File: config.mk
export PLATFORM = sky130hd
export DESIGN_NAME = rr_arbiter8_flat
export DESIGN_NICKNAME = d
export VERILOG_FILES = /design/src/rtl/rr_arbiter8_if.sv /design/src/rtl/rr_arbiter8.sv /design/src/flat_wrapper.sv
export SDC_FILE = /design/constraint.sdc
export NUM_CORES = 1
export LEC_CHECK = 0
export BUFFER_PORTS_ARGS = -buffer_cell sky130_fd_sc_hd__buf_2
export CAP_MARGIN = 20
export CORE_UTILIZATION = 47
export DETAILED_ROUTE_END_ITERATION = 16
export HOLD_SLACK_MARGIN = 0.03
export PLACE_DENSITY = 0.68
export SLEW_MARGIN = 20
export SYNTH_ARGS = -nofsm -noshare
export SYNTH_HDL_FRONTEND = slang
export SYNTH_SLANG_ARGS = --single-unit
export TNS_END_PERCENT = 20
File: constraint.sdc
create_clock -name clk -period 4.98 [get_ports clk]
set_input_delay 0.996 -clock clk [delete_from_list [all_inputs] [get_ports clk]]
set_output_delay 0.996 -clock clk [all_outputs]
set_load 0.01 [all_outputs]
File: src/rtl/rr_arbiter8_if.sv
// ---------------------------------------------------------------------------
// rr_arbiter8_if
//   Bundle of the request/grant signals between the requesters and the
//   round-robin arbiter. Clock and reset are kept outside the bundle.
//
//   en          requester side -> arbiter : arbitration enable
//   req         requester side -> arbiter : one request bit per requester
//   done        requester side -> arbiter : current owner finished
//   grant       arbiter -> requester side : one-hot grant, zero when idle
//   grant_id    arbiter -> requester side : binary index of the owner
//   grant_valid arbiter -> requester side : a grant is active
//   timeout     arbiter -> requester side : pulse on forced release
//
//   master : the requester side (drives en/req/done)
//   slave  : the arbiter (drives the grant outputs)
// ---------------------------------------------------------------------------
interface rr_arbiter8_if #(
    parameter int NREQ = 8,
    parameter int IDW  = 3
);
    logic            en;
    logic [NREQ-1:0] req;
    logic            done;
    logic [NREQ-1:0] grant;
    logic [IDW-1:0]  grant_id;
    logic            grant_valid;
    logic            timeout;

    modport master (
        output en, req, done,
        input  grant, grant_id, grant_valid, timeout
    );

    modport slave (
        input  en, req, done,
        output grant, grant_id, grant_valid, timeout
    );
endinterface

File: src/rtl/rr_arbiter8.sv
// ---------------------------------------------------------------------------
// rr_arbiter8
//   Round-robin arbiter sharing one resource among NREQ (=8) requesters.
//   A grant is held until the owner signals done, drops its request,
//   arbitration is disabled, or the hold timer expires after MAX_HOLD cycles
//   (MAX_HOLD = 0 disables the timer). At least one idle cycle separates
//   consecutive grants. After requester i is served, the search for the
//   next owner starts at i+1, so i has the lowest priority next time.
//
//   clk   in  rising-edge clock
//   rst   in  synchronous active-high reset
//   bus   slave modport of rr_arbiter8_if:
//         en, req, done in; grant, grant_id, grant_valid, timeout out
//         (all outputs registered)
// ---------------------------------------------------------------------------
module rr_arbiter8 #(
    parameter int NREQ     = 8,
    parameter int IDW      = 3,
    parameter int MAX_HOLD = 16
) (
    input  logic          clk,
    input  logic          rst,
    rr_arbiter8_if.slave  bus
);

    typedef enum logic {
        ST_IDLE  = 1'b0,
        ST_GRANT = 1'b1
    } state_t;

    // The counter only ever needs to reach MAX_HOLD-1; it saturates at its
    // all-ones value so it cannot wrap when the timer is disabled.
    localparam int             HCW       = (MAX_HOLD > 2) ? $clog2(MAX_HOLD) : 1;
    localparam logic [HCW-1:0] HOLD_LAST = (MAX_HOLD > 0) ? HCW'(MAX_HOLD - 1) : '0;
    localparam logic [HCW-1:0] HOLD_SAT  = '1;

    // -----------------------------------------------------------------------
    // Registers
    // -----------------------------------------------------------------------
    state_t          r_state;
    logic [NREQ-1:0] r_grant;
    logic [IDW-1:0]  r_grant_id;
    logic            r_grant_valid;
    logic            r_timeout;
    logic [IDW-1:0]  r_ptr;
    logic [HCW-1:0]  r_hold_cnt;

    state_t          w_state_next;
    logic [NREQ-1:0] w_grant_next;
    logic [IDW-1:0]  w_grant_id_next;
    logic            w_grant_valid_next;
    logic            w_timeout_next;
    logic [IDW-1:0]  w_ptr_next;
    logic [HCW-1:0]  w_hold_cnt_next;

    // -----------------------------------------------------------------------
    // Round-robin selection: rotate req so that bit 0 is the requester at
    // r_ptr, pick the lowest set bit, then add r_ptr back (mod 8 through
    // the natural wrap of the IDW-bit sum).
    // -----------------------------------------------------------------------
    logic [NREQ-1:0] w_rot;
    logic [NREQ-1:0] w_first;
    logic [IDW-1:0]  w_off;
    logic [IDW-1:0]  w_sel;
    logic            w_req_any;

    generate
        for (genvar gi = 0; gi < NREQ; gi++) begin : g_rot
            assign w_rot[gi] = bus.req[r_ptr + IDW'(gi)];
            if (gi == 0) begin : g_first0
                assign w_first[gi] = w_rot[gi];
            end else begin : g_firstn
                assign w_first[gi] = w_rot[gi] & ~(|w_rot[gi-1:0]);
            end
        end
    endgenerate

    always_comb begin
        w_off = '0;
        for (int i = 0; i < NREQ; i++) begin
            if (w_first[i]) begin
                w_off = IDW'(i);
            end
        end
    end

    assign w_sel     = r_ptr + w_off;
    assign w_req_any = |bus.req;

    // -----------------------------------------------------------------------
    // Release conditions while a grant is held
    // -----------------------------------------------------------------------
    logic w_rel_done;
    logic w_rel_drop;
    logic w_rel_dis;
    logic w_rel_hold;
    logic w_release;

    assign w_rel_done = bus.done;
    assign w_rel_drop = ~bus.req[r_grant_id];
    assign w_rel_dis  = ~bus.en;
    assign w_rel_hold = (MAX_HOLD != 0) && (r_hold_cnt == HOLD_LAST);
    assign w_release  = w_rel_done | w_rel_drop | w_rel_dis | w_rel_hold;

    // -----------------------------------------------------------------------
    // Next-state / next-output logic
    // -----------------------------------------------------------------------
    always_comb begin
        w_state_next       = r_state;
        w_grant_next       = r_grant;
        w_grant_id_next    = r_grant_id;
        w_grant_valid_next = r_grant_valid;
        w_timeout_next     = 1'b0;
        w_ptr_next         = r_ptr;
        w_hold_cnt_next    = r_hold_cnt;

        case (r_state)
            ST_IDLE: begin
                w_grant_next       = '0;
                w_grant_valid_next = 1'b0;
                if (bus.en && w_req_any) begin
                    w_state_next       = ST_GRANT;
                    w_grant_id_next    = w_sel;
                    w_grant_next       = NREQ'(1) << w_sel;
                    w_grant_valid_next = 1'b1;
                    w_hold_cnt_next    = '0;
                end
            end

            ST_GRANT: begin
                if (w_release) begin
                    w_state_next       = ST_IDLE;
                    w_grant_next       = '0;
                    w_grant_valid_next = 1'b0;
                    w_ptr_next         = r_grant_id + IDW'(1);
                    // Only a pure timer expiry is reported as a timeout.
                    w_timeout_next     = w_rel_hold & ~(w_rel_done | w_rel_drop | w_rel_dis);
                end else if (r_hold_cnt != HOLD_SAT) begin
                    w_hold_cnt_next    = r_hold_cnt + HCW'(1);
                end
            end

            default: begin
                w_state_next       = ST_IDLE;
                w_grant_next       = '0;
                w_grant_valid_next = 1'b0;
            end
        endcase
    end

    // -----------------------------------------------------------------------
    // State register
    // -----------------------------------------------------------------------
    always_ff @(posedge clk) begin
        if (rst) begin
            r_state       <= ST_IDLE;
            r_grant       <= '0;
            r_grant_id    <= '0;
            r_grant_valid <= 1'b0;
            r_timeout     <= 1'b0;
            r_ptr         <= '0;
            r_hold_cnt    <= '0;
        end else begin
            r_state       <= w_state_next;
            r_grant       <= w_grant_next;
            r_grant_id    <= w_grant_id_next;
            r_grant_valid <= w_grant_valid_next;
            r_timeout     <= w_timeout_next;
            r_ptr         <= w_ptr_next;
            r_hold_cnt    <= w_hold_cnt_next;
        end
    end

    assign bus.grant       = r_grant;
    assign bus.grant_id    = r_grant_id;
    assign bus.grant_valid = r_grant_valid;
    assign bus.timeout     = r_timeout;

endmodule

File: src/flat_wrapper.sv
// flat-port wrapper written by rule: the top's interface ports become plain ports
module rr_arbiter8_flat 
#(
    parameter int NREQ     = 8,
    parameter int IDW      = 3,
    parameter int MAX_HOLD = 16
)
  (clk, rst, bus_en, bus_req, bus_done, bus_grant, bus_grant_id, bus_grant_valid, bus_timeout);
  rr_arbiter8_if #(.NREQ(NREQ), .IDW(IDW)) bus_i ();
  input  logic clk;
  input  logic rst;
  input wire logic [$bits(bus_i.en)-1:0] bus_en;
  input wire logic [$bits(bus_i.req)-1:0] bus_req;
  input wire logic [$bits(bus_i.done)-1:0] bus_done;
  output wire logic [$bits(bus_i.grant)-1:0] bus_grant;
  output wire logic [$bits(bus_i.grant_id)-1:0] bus_grant_id;
  output wire logic [$bits(bus_i.grant_valid)-1:0] bus_grant_valid;
  output wire logic [$bits(bus_i.timeout)-1:0] bus_timeout;
  assign bus_i.en = bus_en;
  assign bus_i.req = bus_req;
  assign bus_i.done = bus_done;
  assign bus_grant = bus_i.grant;
  assign bus_grant_id = bus_i.grant_id;
  assign bus_grant_valid = bus_i.grant_valid;
  assign bus_timeout = bus_i.timeout;
  rr_arbiter8 #(.NREQ(NREQ), .IDW(IDW), .MAX_HOLD(MAX_HOLD)) u_core (.clk(clk), .rst(rst), .bus(bus_i));
endmodule
### After elaboration in Yosys (flattened, before gate mapping)

Index checks and enable logic that the tools add are counted.

| storage, ports and cells | value |
|---|---|
| register bits after elaboration | 21 |
| input bits | 12 |
| output and inout bits | 13 |
| logic and storage cells | 105 |

| cells by class | value |
|---|---|
| add/subtract/negate cells | 10 |
| $lt $le $gt $ge | 9 |
| equal/unequal tests | 6 |
| shift-type cells | 1 |
| muxes and demuxes | 37 |
| bitwise gates (word level) | 23 |
| reductions and logical operators | 12 |

Operators with widths:

| cell | count |
|---|---|
| < comparator 3 x 4 -> 1 bit, second input constant | 9 |
| binary-select mux 1 bit (select 3 bit) | 9 |
| two-way mux 3 bit | 6 |
| two-way mux 8 bit | 2 |
| one-hot mux 8 bit (2 select lines) | 1 |
| two-way mux 1 bit | 13 |
| adder 3 bit, second input constant | 4 |
| two-way mux 4 bit | 3 |
| NOT 1 bit | 12 |
| bitwise AND 1 bit | 8 |
| one-hot mux 4 bit (2 select lines) | 1 |
| OR reduction 8 bit | 1 |
| left shift 1 x 3 -> 8 bit, first input constant | 1 |
| OR reduction 7 bit | 1 |
| adder 3 x 1 -> 3 bit, second input constant | 2 |
| adder 3 x 2 -> 3 bit, second input constant | 2 |
| inequality test 2 bit, second input constant | 3 |
| OR reduction 3 bit | 2 |
| OR reduction 6 bit | 1 |
| OR reduction 5 bit | 1 |
| adder 4 x 1 -> 4 bit, second input constant | 1 |
| == test 4 bit, second input constant | 1 |
| inequality test 4 bit, second input constant | 1 |
| one-hot mux 1 bit (2 select lines) | 2 |
| 8 further kinds | 11 |

### Depth between registers and ports, before layout

| depth | value |
|---|---|
| word-level depth | 16 |
| mapped depth | 17 |

### Worst setup path before layout

Ideal clock, no wire load.

| path | value |
|---|---|
| kind | flip-flop to flip-flop |
| start | reg u_core.r_ptr[0] |
| end | reg u_core.r_grant[6] (netlist: u_core.bus.grant[6]) |
| setup time | 117 ps |
| data arrival time | 4,058 ps |
| slack | 805 ps |
| cell stages (with the launch flop) | 18 |
| path buffers | 3 |
| cell sequence | dfxtp_1 -> buf_6 -> clkbuf_1 -> inv_1 -> ha_1 -> buf_6 -> mux2_1 -> mux4_2 -> nor3_1 -> a21oi_1 -> or3_1 -> o221ai_1 -> o21a_1 -> ha_1 -> inv_1 -> fa_1 -> xor2_2 -> a32o_1 |

| between the ends | value |
|---|---|
| longest elaborated chain between the ends | 16 |
| elaborated cells on any way between the ends | 54 |
| those cells by class | add/sub: 8; shift: 1; mux: 25; bitwise: 14; reduce/logical: 6 |

Ends and longest elaborated chain:

| what | line | RTL |
|---|---|---|
| start, declared | rr_arbiter8.sv:45 | `logic [IDW-1:0] r_ptr;` |
| start signal, assigned | rr_arbiter8.sv:169 | `r_ptr <= w_ptr_next;` |
| adder 3 x 1 -> 3 bit | rr_arbiter8.sv:69 | `assign w_rot[gi] = bus.req[r_ptr + IDW'(gi)];` |
| binary-select mux 1 bit (select 3 bit) | rr_arbiter8.sv:69 |  |
| two-way mux 1 bit (implied by the code) | rr_arbiter8.sv:69 |  |
| OR reduction 2 bit | rr_arbiter8.sv:73 | `assign w_first[gi] = w_rot[gi] & ~(\|w_rot[gi-1:0]);` |
| NOT 1 bit | rr_arbiter8.sv:73 |  |
| bitwise AND 1 bit | rr_arbiter8.sv:73 |  |
| two-way mux 3 bit (6 in series) | rr_arbiter8.sv:81 | `if (w_first[i]) begin` |
| adder 3 bit (*) | rr_arbiter8.sv:87 | `assign w_sel = r_ptr + w_off;` |
| left shift 1 x 3 -> 8 bit (*) | rr_arbiter8.sv:124 | `w_grant_next = NREQ'(1) << w_sel;` |
| two-way mux 8 bit (*) | rr_arbiter8.sv:121 | `if (bus.en && w_req_any) begin` |
| one-hot mux 8 bit (2 select lines) (*) | rr_arbiter8.sv:117 | `case (r_state)` |
| end signal, assigned | rr_arbiter8.sv:165 | `r_grant <= w_grant_next;` |
| end, declared | rr_arbiter8.sv:41 | `logic [NREQ-1:0] r_grant;` |

Mark *: on every way between the ends. The rest lies on a longest branch, timed or not. The select of a mux whose other input is x is not followed.
A chain may end at the register's enable or synchronous reset.

### Worst setup path after layout

| path | value |
|---|---|
| start | reg u_core.r_ptr[1] |
| end | reg u_core.r_grant[6] (netlist: u_core.bus.grant[6]) |

The elaborated chain is that of the path after synthesis.

==> summary.txt <==
Status
  – Status: finished, final reports clean

Floorplanning
  – Core footprint: 3080 um^2
  – Initial core utilization: around half
  – Ports: 25
  – Die Area: 3490 um^2
  – # rows: 20
  – Die extent in x: between 50 and 60 um
  – DIE HEIGHT: between 50 and 60 um

Yosys
  – Syn avg cell area: 9.86 um^2
  – Synthesized flop and latch total: 21
  – Top FF cell, synth: dfxtp_1
  – Cell area after synthesis: around 1500 um^2
  – YS warnings: 0
  – Post-synth cell types: 43
  – Mapped Nets: roughly 170
  – FFs w/ async S/R, synth: 0%
  – Seq/Total Area, Yosys: 27.5%
  – Post-synthesis instance total: between 150 and 200
  – Post-synth EDFFs: 0

Pwr
  – Comb pwr share: 38.3%
  – NetSw: roughly 150 uW
  – Sw Ratio: around a third
  – Internal power: between 200 and 300 uW
  – Leak: roughly 0.65 nW
  – Flop pwr share: between 40% and 50%
  – Power Total: ~430 uW
  – PwrDens: ~260 nW/um^2
  – Worst vdd ir: 0.000133 V
  – Clock power share: between 10% and 20%

Setup path
  – Arrival time of the worst setup path: ~4400 ps
  – Kind of critical path: reg2reg
  – Critical path startpoint category: register
  – Worst R2R End: u_core.bus.grant[6]$_SDFFE_PP0P_
  – R2R setup slack: 800 ps
  – R2r startpoint: u_core.r_ptr[1]$_SDFFE_PP0P_
  – Worst-path fanout max: 11
  – Cell depth of the worst flop-to-flop path: 15
  – CP Capture Type: register
  – CP Data Required Time: 5190 ps

Layout
  – Fraction of layout cells with a size suffix above 1: 26.4%
  – Area of the multi-input gates: roughly 1000 um^2
  – Diodes inserted: 0
  – Syn-to-layout area delta: 11.4%
  – Commonest non-fill, non-tap cell in the layout: buf_2
  – Most frequent cells in the layout: buf_2 (24), dfxtp_1 (21), nor2_1 (14)
  – Fillers: 291
  – Register area: 420 um^2
  – Final net count: 197
  – Fin util: between 50 and 60%

Clock tree
  – Hold Buf Count CTS: 0
  – CTS resizes: 0
  – Worst skew pair latency: approximately 300 ps
  – Num Clock Sinks: 21
  – Clock buffer count from CTS: 3
  – Clock transition at path regs: around 110 ps
  – Clock Path Buffers: 2
  – CTS tree: yes
  – H-Tree Depth: 1
  – Post-CTS setup buffers: 0
  – Root Driver: clkbuf_4

Place
  – Gp weighted congestion: between 0.8 and 0.9
  – Post-DP HPWL: between 2000 and 2500 um
  – # port buffers: 24

STA
  – Worst Tran Pin Value: 756 ps
  – Finish-stage setup viols: 0
  – Final hold slack: ~450 ps
  – Fmax: between 200 and 250 MHz
  – Min Tclk post-route: 4180 ps
  – Final worst path period share: a little over four fifths
  – Relative slew margins: approximately 50%
  – Final Max Slew Viols: 0
  – Fin Setup TNS: 0 ps
  – Final Hold Vio Count: 0
  – Clock skew: 1.86 ps
  – RSZ-0062 raised after global routing: false

Min path
  – Worst hold stages: 2
  – Worst Hold Class: reg2reg
  – WHS Endpoint: u_core.bus.grant[5]$_SDFFE_PP0P_
  – HP Start: u_core.bus.grant[5]$_SDFFE_PP0P_

Drt
  – Avg WL per Cell: 13.9 um
  – DR DRC count: 0
  – DRT antenna net count: 0
  – DRT iter0 DRCs: between 40 and 50
  – Vias: 1,239
  – Detailed-router iteration count before antenna repair: 4
  – DR vias/cell: 5.58
  – Routed wire length: 3090 um

GRT
  – Vias in the first global route: between 1,000 and 1,500
  – GRT Resource Usage Total: about a fifth
  – Gr ovfl total: 0
  – First-pass GRT wire length: around 5000 um
  – Antenna violations before repair: 0
  – Pin count of the biggest net entering global routing: 18

Run
  – Maxcap violations: 0
-- cells by family (layout without fill, tap and decap cells) --
| kind of cell | Yosys count | in the layout | synth area share (%) |
|---|---|---|---|
| muxes | 25 | 25 | 25.6 |
| and+or+nand+nor | 53 | 53 | 17.3 |
| DFF | 21 | 21 | 27.5 |
| adders and majority gates | 6 | 6 | 5.40 |
| buffers and inverters | 12 | 35 | 4.09 |
| AOI/OAI and AO/OA | 29 | 29 | 14.4 |
| xor gates and xnor gates | 9 | 9 | 5.65 |
-- through the flow --
step / std cells / setup WS (ps) / cell area [um^2]
floorplan: 155 / 805 / 1530
global placement: 218 / 867 / 1680
detailed placement: 218 / 763 / 1680
CTS: 222 / 809 / 1700
global route: 222 / 489 / 1700
finish: 222 / 796 / 1700
-- flip-flops by register name, summed over array words and instances (netlist names) --
| register | cells |
|---|---|
| u_core.r_state | 1 |
| u_core.bus.timeout | 1 |
| u_core.bus.grant | 8 |
| u_core.r_hold_cnt | 4 |
| u_core.r_ptr | 3 |
| u_core.bus.grant_id | 3 |
| u_core.bus.grant_valid | 1 |
-- metal layers --
layer	track usage, %	wire length, um	vias up	part of all wire, %
met4	4.08	13	0	0.42
li1	-	-	627	-
met2	32.3	1500	39	49
met5	0	0	-	0
met3	3.28	135	2	4.4
met1	25.4	1440	571	47
-- critical path, stage by stage, from the launching register on --
cell and delay (ps):
dfxtp_1 330, buf_4 190, inv_1 100, ha_1 430, mux2_1 390, mux4_2 510, nor3_1 230, a21oi_1 60
or3_1 390, o221ai_1 200, o21a_1 150, ha_1 130, inv_1 40, fa_1 430, xor2_2 230, a32o_1 270
-- power groups by stage --
| stage | Sequential (mW) | Combinational (mW) | Clock [mW] |
|---|---|---|---|
| after floorplan | 0.191 | 0.129 | 0 |
| after global placement | 0.191 | 0.160 | 0 |
| after detailed placement | 0.191 | 0.165 | 0 |
| after CTS | 0.188 | 0.166 | 0.0842 |
| after global routing | 0.189 | 0.183 | 0.0896 |
| final | 0.188 | 0.166 | 0.0806 |
-- cells in the mapped netlist (all sizes together) (2+ instances only) --
master	count	area (um^2)
nand2	9	33.8
nand3b	2	15.0
dfxtp	21	420
xor2	6	60.1
clkbuf	2	7.51
ha	5	62.6
nand3	9	45.0
nand2b	2	12.5
buf	5	36.3
mux2	7	82.6
nand4b	2	17.5
nor2	15	58.8
nor3	4	20.0
xnor2	3	26.3
inv	5	18.8
a21oi	9	45.0
a31oi	2	42.5
or2	2	12.5
mux2i	8	80.1
a32o	2	20.0
mux4	10	229
nor4	2	12.5
a211oi	2	15.0
nor2b	3	18.8
o21ai	7	35.0
-- final cells by class --
cell class,instances,share of cell area [%]
multi-input cells,122,61.4
flip-flops and latches,21,24.7
repair buffers,26,7.94
well taps,44,3.23
clock buffers,3,1.32
inverters,5,1.10
clock inverters,1,0.294
-- how the worst max path moves through the flow --
stage	end	slack (ps)	from	cells past startpoint
after floorplan	u_core.bus.grant[6]$_SDFFE_PP0P_	800	u_core.r_ptr[0]$_SDFFE_PP0P_	17
after global placement	u_core.bus.grant[6]$_SDFFE_PP0P_	870	bus_req[2]	13
after detailed placement	u_core.bus.grant[2]$_SDFFE_PP0P_	760	bus_req[6]	13
after CTS	u_core.bus.grant[2]$_SDFFE_PP0P_	810	u_core.r_ptr[1]$_SDFFE_PP0P_	15
after global routing	u_core.bus.grant[2]$_SDFFE_PP0P_	490	u_core.r_ptr[1]$_SDFFE_PP0P_	15
final	u_core.bus.grant[6]$_SDFFE_PP0P_	800	u_core.r_ptr[1]$_SDFFE_PP0P_	15
No activity file was read; power rests on OpenSTA's default activity.
